===== config.mk =====
export PLATFORM = sky130hd
export DESIGN_NAME = ripple_counter_sequencer_flat
export DESIGN_NICKNAME = d
export VERILOG_FILES = /design/src/rtl/ripple_counter_sequencer_if.sv /design/src/rtl/ripple_counter_sequencer.sv /design/src/flat_wrapper.sv
export SDC_FILE = /design/constraint.sdc
export NUM_CORES = 1
export LEC_CHECK = 0
export ABC_AREA = 1
export CORE_AREA = 2 2 39 41
export CTS_BUF_LIST = sky130_fd_sc_hd__clkbuf_4
export CTS_CLUSTER_SIZE = 24
export DETAILED_ROUTE_END_ITERATION = 10
export DIE_AREA = 0 0 41 43
export PLACE_DENSITY = 0.87
export SYNTH_ARGS = -nofsm -noshare
export SYNTH_HDL_FRONTEND = slang
export SYNTH_SLANG_ARGS = --single-unit

===== constraint.sdc =====
create_clock -name Clk -period 1.74 [get_ports Clk]
set_input_delay 0.348 -clock Clk [delete_from_list [all_inputs] [get_ports Clk]]
set_output_delay 0.348 -clock Clk [all_outputs]
set_load 0.02 [all_outputs]

===== src/rtl/ripple_counter_sequencer_if.sv =====
// Requester-side handshake between a run initiator and the ripple counter sequencer.
// The master drives the request; the slave (sequencer) reports progress and status.
interface ripple_counter_sequencer_if #(
    parameter int CW = 3
);
    logic          start;
    logic [CW-1:0] target;
    logic          busy;
    logic          done;
    logic          err;
    logic [CW-1:0] step;

    modport master (
        output start,
        output target,
        input  busy,
        input  done,
        input  err,
        input  step
    );

    modport slave (
        input  start,
        input  target,
        output busy,
        output done,
        output err,
        output step
    );
endinterface


===== src/rtl/ripple_counter_sequencer.sv =====
// Clears the ripple counter, ticks it up to the requested target, and after each
// settle window checks the returned count against the expected value (sticky error).
//
// state  | meaning
// IDLE   | waiting for start; counter clear released, no tick
// CLEAR  | counter clear asserted for one cycle
// SETTLE | down-counter holds while the ripple propagates
// CHECK  | compare returned count with expected step
// TICK   | one counter clock pulse, expected step advances
// DONE   | one-cycle completion pulse
// ERR    | mismatch seen; held until reset
module ripple_counter_sequencer #(
    parameter int CW     = 3,
    parameter int SETTLE = 2
) (
    input  logic                        Clk,
    input  logic                        Clr,
    ripple_counter_sequencer_if.slave   req,
    input  logic [CW-1:0]               count,
    output logic                        cnt_ClrN,
    output logic                        cnt_tick
);
    localparam logic [2:0] S_IDLE   = 3'd0;
    localparam logic [2:0] S_CLEAR  = 3'd1;
    localparam logic [2:0] S_SETTLE = 3'd2;
    localparam logic [2:0] S_CHECK  = 3'd3;
    localparam logic [2:0] S_TICK   = 3'd4;
    localparam logic [2:0] S_DONE   = 3'd5;
    localparam logic [2:0] S_ERR    = 3'd6;

    localparam int SW = (SETTLE > 1) ? $clog2(SETTLE) : 1;
    // The SETTLE state lasts load+1 cycles, so load one less than the window.
    localparam logic [SW-1:0] SETTLE_LOAD = SW'(SETTLE - 1);

    logic [2:0]    state_q, state_d;
    logic [SW-1:0] settle_q, settle_d;
    logic [CW-1:0] exp_q, exp_d;
    logic [CW-1:0] tgt_q, tgt_d;
    logic          clrn_q, tick_q, busy_q, done_q, err_q;
    logic          run_d;

    always_comb begin
        state_d  = state_q;
        settle_d = settle_q;
        exp_d    = exp_q;
        tgt_d    = tgt_q;
        case (state_q)
            S_IDLE: begin
                if (req.start) begin
                    tgt_d   = req.target;
                    exp_d   = '0;
                    state_d = S_CLEAR;
                end
            end
            S_CLEAR: begin
                settle_d = SETTLE_LOAD;
                state_d  = S_SETTLE;
            end
            S_SETTLE: begin
                if (settle_q == '0) begin
                    state_d = S_CHECK;
                end else begin
                    settle_d = settle_q - 1'b1;
                end
            end
            S_CHECK: begin
                if (count != exp_q) begin
                    state_d = S_ERR;
                end else if (exp_q == tgt_q) begin
                    state_d = S_DONE;
                end else begin
                    state_d = S_TICK;
                end
            end
            S_TICK: begin
                exp_d    = exp_q + 1'b1;
                settle_d = SETTLE_LOAD;
                state_d  = S_SETTLE;
            end
            S_DONE:  state_d = S_IDLE;
            S_ERR:   state_d = S_ERR;
            default: state_d = S_IDLE;
        endcase
    end

    assign run_d = (state_d == S_CLEAR) || (state_d == S_SETTLE) || (state_d == S_CHECK) ||
                   (state_d == S_TICK)  || (state_d == S_DONE);

    // Outputs are registered from the next state so they line up with the state itself.
    always_ff @(posedge Clk) begin
        if (Clr) begin
            state_q  <= S_IDLE;
            settle_q <= '0;
            exp_q    <= '0;
            tgt_q    <= '0;
            clrn_q   <= 1'b0;
            tick_q   <= 1'b0;
            busy_q   <= 1'b0;
            done_q   <= 1'b0;
            err_q    <= 1'b0;
        end else begin
            state_q  <= state_d;
            settle_q <= settle_d;
            exp_q    <= exp_d;
            tgt_q    <= tgt_d;
            clrn_q   <= (state_d != S_CLEAR);
            tick_q   <= (state_d == S_TICK);
            busy_q   <= run_d;
            done_q   <= (state_d == S_DONE);
            err_q    <= (state_d == S_ERR);
        end
    end

    assign cnt_ClrN = clrn_q;
    assign cnt_tick = tick_q;
    assign req.busy = busy_q;
    assign req.done = done_q;
    assign req.err  = err_q;
    assign req.step = exp_q;
endmodule


===== src/flat_wrapper.sv =====
// flat-port wrapper written by rule: the top's interface ports become plain ports
module ripple_counter_sequencer_flat 
#(
    parameter int CW     = 3,
    parameter int SETTLE = 2
)
  (Clk, Clr, count, cnt_ClrN, cnt_tick, req_start, req_target, req_busy, req_done, req_err, req_step);
  ripple_counter_sequencer_if #(.CW(CW)) req_i ();
  input  logic Clk;
  input  logic Clr;
  input  logic [CW-1:0] count;
  output logic cnt_ClrN;
  output logic cnt_tick;
  input wire logic [$bits(req_i.start)-1:0] req_start;
  input wire logic [$bits(req_i.target)-1:0] req_target;
  output wire logic [$bits(req_i.busy)-1:0] req_busy;
  output wire logic [$bits(req_i.done)-1:0] req_done;
  output wire logic [$bits(req_i.err)-1:0] req_err;
  output wire logic [$bits(req_i.step)-1:0] req_step;
  assign req_i.start = req_start;
  assign req_i.target = req_target;
  assign req_busy = req_i.busy;
  assign req_done = req_i.done;
  assign req_err = req_i.err;
  assign req_step = req_i.step;
  ripple_counter_sequencer #(.CW(CW), .SETTLE(SETTLE)) u_core (.Clk(Clk), .Clr(Clr), .req(req_i), .count(count), .cnt_ClrN(cnt_ClrN), .cnt_tick(cnt_tick));
endmodule

==> flow_summary_export.csv, run 1 <==
group,metric,value,unit
status,status,"complete, no violations",
global_routing,grt_pass1_vias,590,
clock_tree,holdBufCountCts,0,
drt,drc_errors,0,
yosys,async_flop_share,0,%
final_layout,fin_nets,129,
critical_path,crit_chain,"clkdlybuf4s50_1",
yosys,synth-simple-area-share,31.4,%
min_path,min_path_cells,2,
yosys,ys_top_cells_by_area,"dfxtp_1, nand2_1, nor2_1, inv_1, a21oi_1",
critical_path,endpoint_kind,"primary output",
timing,min_period,1710,ps
drt,routedWlPerCell,10.9,um
global_routing,antenna_found_initial,0,
min_path,min_path_type,"register to register",
yosys,yosysUniqueCellTypes,19,
clock_tree,clkSinkCount,15,
die,initial_core_util,48.4,%
clock_tree,cts_buffer_depth,2,
power,internal_power,559,uW
placed_design,gp_congestion,0.860,
final_layout,drive_above_1_share,12.7,%
power,vdd_drop_max,0.729,mV
yosys,netlist_area,669,um2
power,power_frac_clock,24.3,%
yosys,synthXorXnorAreaFrac,1.31,%
yosys,synth_edf_count,0,
clock_tree,cts-root-buf,"clkbuf_4",
timing,slew_viol_final,0,
die,die_area,0.00176,mm2
final_layout,final_cell_mix,"nand2_1, clkdlybuf4s50_1, dfxtp_1, nor2_1, inv_1",
yosys,synth_top_family_by_area,"simple AND/OR/NAND/NOR gates",
timing,worst_slew_pin_slew,237,ps
yosys,synth-main-ff-cell,"dfxtp_1",
critical_path,critPathTopFamily,"buffers and inverters",
power,p_per_area,935,mW/mm2
global_routing,grt.overflow.total,0,
final_layout,antenna_cells,0,
critical_path,slowest_stage,"clkdlybuf4s50_1",
clock_tree,ctsResizeCount,0,
power,p_leak,0.000433,uW
drt,wl,1.46,mm
global_routing,grt.total_usage,18.7,%
yosys,yosysWarnings,0,
timing,slew_headroom,84.2,%
power,power_frac_comb,27.0,%
clock_tree,cts_tree,"built",
critical_path,startpoint_type,"register",
min_path,hp-start,"u_core.tgt_q[1]$_SDFFE_PP0P_",
critical_path,crit_required,1390,ps
critical_path,worstPathMaxFanout,6,
power,seq_power_share,48.8,%
critical_path,timing.critical_path.slowest_cell_delay,650,ps
drt,viasPerCell,4.95,
die,fp.dieW,41,um
yosys,synth_top_area_share,44.9,%
yosys,syn_nets,107,
clock_tree,cts_buffers,3,
clock_tree,clk-insertion-delay-late,290,ps
global_routing,grt_pass1_wl,2.23,mm
critical_path,r2r_end,"u_core.req.busy$_SDFF_PP0_",
placed_design,numPortBuffers,16,
yosys,ys_seq_area_share,44.9,%
placed_design,dp_hpwl,1.10,mm
critical_path,r2r_cells,7,
timing,clock_skew,4.48,ps
yosys,synth_adder_area_share,1.87,%
yosys,synth_largest_area_cell,"dfxtp_1",
die,rows,14,
critical_path,timing_worst_setup_path_type,"register to primary output",
drt,num_vias,663,
yosys,synthesis.instances,97,
timing,max_freq,584,MHz
yosys,synth_compound_area_share,11.0,%
timing,finalSetupViolCount,0,
timing,hold_violations,0,
min_path,hold-path-endpoint,"u_core.tgt_q[1]$_SDFFE_PP0P_",
timing,timing.final.crit_share,98.5,%
clock_tree,h-tree-depth,1,
power,switching_share,32.6,%
critical_path,arrival,1370,ps
yosys,synth-seq-cells,15,
final_layout,syn2layout_area_growth,32.5,%
drt,drt_iter0_drc,26,
critical_path,cp_num_buf_inv,1,
die,die-height,43,um
yosys,avgSynthCellArea,6.90,um2
drt,ant_nets,0,
critical_path,r2r_start,"u_core.req.step[0]$_SDFFE_PP0P_",
final_layout,fillCellCount,128,
global_routing,grt_max_degree,10,
die,core_area,0.00138,mm2
timing,final.setup.tns,0,ps
power,switchingPower,270,uW
critical_path,ff2ff_setup_slack,390,ps
drt,dr.pass1.iters,4,
timing,rsz0062_at_grt,"false",
clock_tree,post_cts_buffers,0,
run,cap_violations,0,
final_layout,post-route-util,64.1,%
yosys,synthMuxAreaShare,0,%
final_layout,layout_commonest_cell,"nand2_1",
die,io_pins,17,
clock_tree,clkTransAtPathRegs,90,ps
metal layers:
layer	vias up	part of all wire, %	routed length, um	track usage, %
met5	-	0	0	0
met4	0	2.9	42	8.00
met3	8	5.2	76	4.71
met2	28	48	705	30.6
met1	284	44	638	21.7
li1	343	-	-	-
layout make-up:
cell class	count	area [um2]	share of cell area, %
Timing Repair Buffer	18	178	20.0
Tap cell	16	20.0	2.26
Multi-Input combinational cell	66	305	34.4
Clock inverter	1	5.00	0.564
Sequential cell	15	300	33.9
Clock buffer	3	22.5	2.54
Inverter	15	56.3	6.35
cell families (layout without fill, tap and decap cells):
family | after synthesis | count (layout)
AO/OA/AOI/OAI | 13 | 13
XOR/XNOR | 1 | 1
adder cells (fa/ha/maj) | 1 | 1
buffers and inverters | 16 | 37
flip-flops | 15 | 15
AND/OR/NAND/NOR | 51 | 51
synth_stat cells, types with 2 or more instances:
cell	instances
dfxtp_1	15
inv_2	5
nand3_1	4
nand2_1	29
a31oi_1	2
o21ai_1	2
nor2_1	14
inv_1	10
a21oi_1	4
o21ai_0	3
tightest hold or removal path, delay by kind of cell, from the launching register on:
| kind | cells | cell delay (ps) |
|---|---|---|
| AO/OA/AOI/OAI | 1 | 50 |
| buffers and inverters | 1 | 60 |
| flip-flops | 1 | 320 |
how the worst max path moves through the flow:
stage	from	end	cells past startpoint
after detailed placement	count[2]	u_core.req.busy$_SDFF_PP0_	8
after CTS	u_core.req.step[1]$_SDFFE_PP0P_	req_step[1]	1
after global placement	count[1]	u_core.req.busy$_SDFF_PP0_	8
after floorplan	u_core.req.step[0]$_SDFFE_PP0P_	u_core.req.busy$_SDFF_PP0_	6
after global routing	u_core.req.step[1]$_SDFFE_PP0P_	req_step[1]	1
final	u_core.req.step[1]$_SDFFE_PP0P_	req_step[1]	1
sequential cells by signal, summed over array words and instances (netlist names):
signal,count
u_core.cnt_ClrN,1
u_core.cnt_tick,1
u_core.req.busy,1
u_core.req.done,1
u_core.req.err,1
u_core.req.step,3
u_core.settle_q,1
u_core.state_q,3
u_core.tgt_q,3
metrics by stage:
stage	power (uW)	setup WS [ps]	cell area, um2	hold slack [ps]	std cells
CTS	826	27.1	885	473	134
global placement	623	151	857	451	130
finish	829	26.4	887	472	134
floorplan	557	497	669	443	97
global route	872	4.33	887	501	134
detailed placement	630	77.1	857	459	130
power by group through the flow:
| stage | logic (uW) | registers, uW | clock network [uW] |
|---|---|---|---|
| final | 224 | 405 | 201 |
| after detailed placement | 219 | 411 | 0 |
| after CTS | 221 | 404 | 201 |
| after global routing | 248 | 408 | 216 |
| after floorplan | 132 | 425 | 0 |
| after global placement | 213 | 410 | 0 |
No activity file was read; power rests on OpenSTA's default activity.
==> inputs of run 2 (changes only) <==
- RECOVER_POWER: not set -> 100
==> flow_summary_export.csv, run 2 (synthesized netlist as in run 1, its figures left out) <==
group,metric,value,unit
final_layout,final_area,870,um2
final_layout,multi_input_area,297,um2
global_routing,grt_max_degree,10,
clock_tree,h-tree-depth,1,
timing,min_period,1720,ps
final_layout,final_cell_mix,"nand2_1, dfxtp_1, nor2_1, inv_1, dlygate4sd3_1",
die,initial_core_util,48.4,%
clock_tree,clkSinkCount,15,
final_layout,syn2layout_area_growth,29.9,%
timing,rsz0062_at_grt,"false",
timing,hold_slack,472,ps
global_routing,grt_pass1_vias,590,
critical_path,timing.critical_path.slowest_cell_delay,650,ps
placed_design,dp_hpwl,1.10,mm
final_layout,drive_above_1_share,9.32,%
final_layout,antenna_cells,0,
critical_path,arrival,1370,ps
power,report.power.total,815,uW
global_routing,grt_pass1_wl,2.23,mm
critical_path,slowest_stage,"clkdlybuf4s50_1",
power,p_leak,0.000422,uW
power,p_per_area,937,mW/mm2
die,fp.dieW,41,um
timing,timing.final.crit_share,98.6,%
critical_path,crit_required,1390,ps
die,die-height,43,um
global_routing,grt.total_usage,18.7,%
critical_path,cp_num_buf_inv,1,
timing,max_freq,583,MHz
placed_design,gp_congestion,0.860,
run,cap_violations,0,
timing,clock_skew,7.17,ps
clock_tree,holdBufCountCts,0,
timing,slew_headroom,74.2,%
final_layout,post-route-util,62.8,%
final_layout,layout_commonest_cell,"nand2_1",
critical_path,worstPathMaxFanout,6,
drt,viasPerCell,4.94,
timing,slew_viol_final,0,
global_routing,antenna_found_initial,0,
critical_path,timing_worst_setup_path_type,"register to primary output",
timing,hold_violations,0,
drt,drt_iter0_drc,18,
clock_tree,clkTransAtPathRegs,100,ps
clock_tree,post_cts_buffers,0,
global_routing,grt.overflow.total,0,
status,status,"complete, no violations",
placed_design,postPlaceCellArea,857,um2
clock_tree,cts_tree,"built",
die,die_area,0.00176,mm2
drt,drc_errors,0,
die,core_area,0.00138,mm2
timing,finalSetupViolCount,0,
clock_tree,clk-insertion-delay-late,290,ps
critical_path,crit_chain,"clkdlybuf4s50_1",
clock_tree,cts_buffers,3,
final_layout,fillCellCount,134,
drt,dr.pass1.iters,4,
critical_path,startpoint_type,"register",
timing,final.setup.tns,0,ps
clock_tree,cts-root-buf,"clkbuf_4",
final_layout,fin_nets,129,
final_layout,register_area,300,um2
min_path,min_path_type,"register to register",
critical_path,endpoint_kind,"primary output",
die,io_pins,17,
drt,routedWlPerCell,10.9,um
power,vdd_drop_max,0.737,mV
drt,num_vias,662,
die,rows,14,
timing,worst_slew_pin_slew,386,ps
placed_design,numPortBuffers,16,
drt,ant_nets,0,
drt,wl,1.46,mm
critical_path,critPathTopFamily,"buffers and inverters",
clock_tree,cts_buffer_depth,2,
[run 2: cell type report]
| cell class | instances | area share, % |
|---|---|---|
| inverter | 15 | 6.47 |
| clock inverter | 1 | 0.576 |
| sequential | 15 | 34.5 |
| timing repair buffer | 18 | 19.4 |
| clock buffer | 3 | 2.59 |
| tap | 16 | 2.30 |
| multi-input combinational | 66 | 34.1 |
[run 2: through the flow]
stage | cells | setup WS [ps]
2_1_floorplan | 97 | 497
3_3_place_gp | 130 | 151
3_5_place_dp | 130 | 77.1
4_1_cts | 134 | 27.1
5_1_grt | 134 | 4.33
6_report | 134 | 24.3
[run 2: what timing repair did]
item,CTS,global route
resized for setup,0,1
hold endpoints to repair,0,0
setup endpoints to repair,0,1
[run 2: worst paths after layout]
path	from	to	cells past startpoint	slack (ps)
worst max register to register	u_core.req.step[0]$_SDFFE_PP0P_	u_core.req.busy$_SDFF_PP0_	7	270
worst min register to register	u_core.tgt_q[1]$_SDFFE_PP0P_	u_core.tgt_q[1]$_SDFFE_PP0P_	2	470
worst max-delay path	u_core.req.step[1]$_SDFFE_PP0P_	req_step[1]	1	20
worst min-delay path	u_core.tgt_q[1]$_SDFFE_PP0P_	u_core.tgt_q[1]$_SDFFE_PP0P_	2	470
[run 2: where the power goes]
part	total [uW]	leakage [uW]	switching (uW)	internal, uW
Combinational	208	0.000282	126	82.1
Sequential	403	0.000123	21.6	382
Clock	203	0.0000177	118	85.4
[run 2: routing by layer]
layer | share of wire, % | up-vias | global-route usage, % | routed length (um)
met1 | 43 | 291 | 21.7 | 633
met5 | 0 | - | 0 | 0
met3 | 5.1 | 8 | 4.71 | 74
met2 | 48 | 18 | 30.6 | 702
met4 | 3.1 | 0 | 8.00 | 45
li1 | - | 345 | - | -
==> inputs of run 3 (changes only) <==
- CTS_CLUSTER_SIZE: 24 -> 16
==> results of run 3 <==
No change in the layout: final DEF, timing and power equal those of run 2.
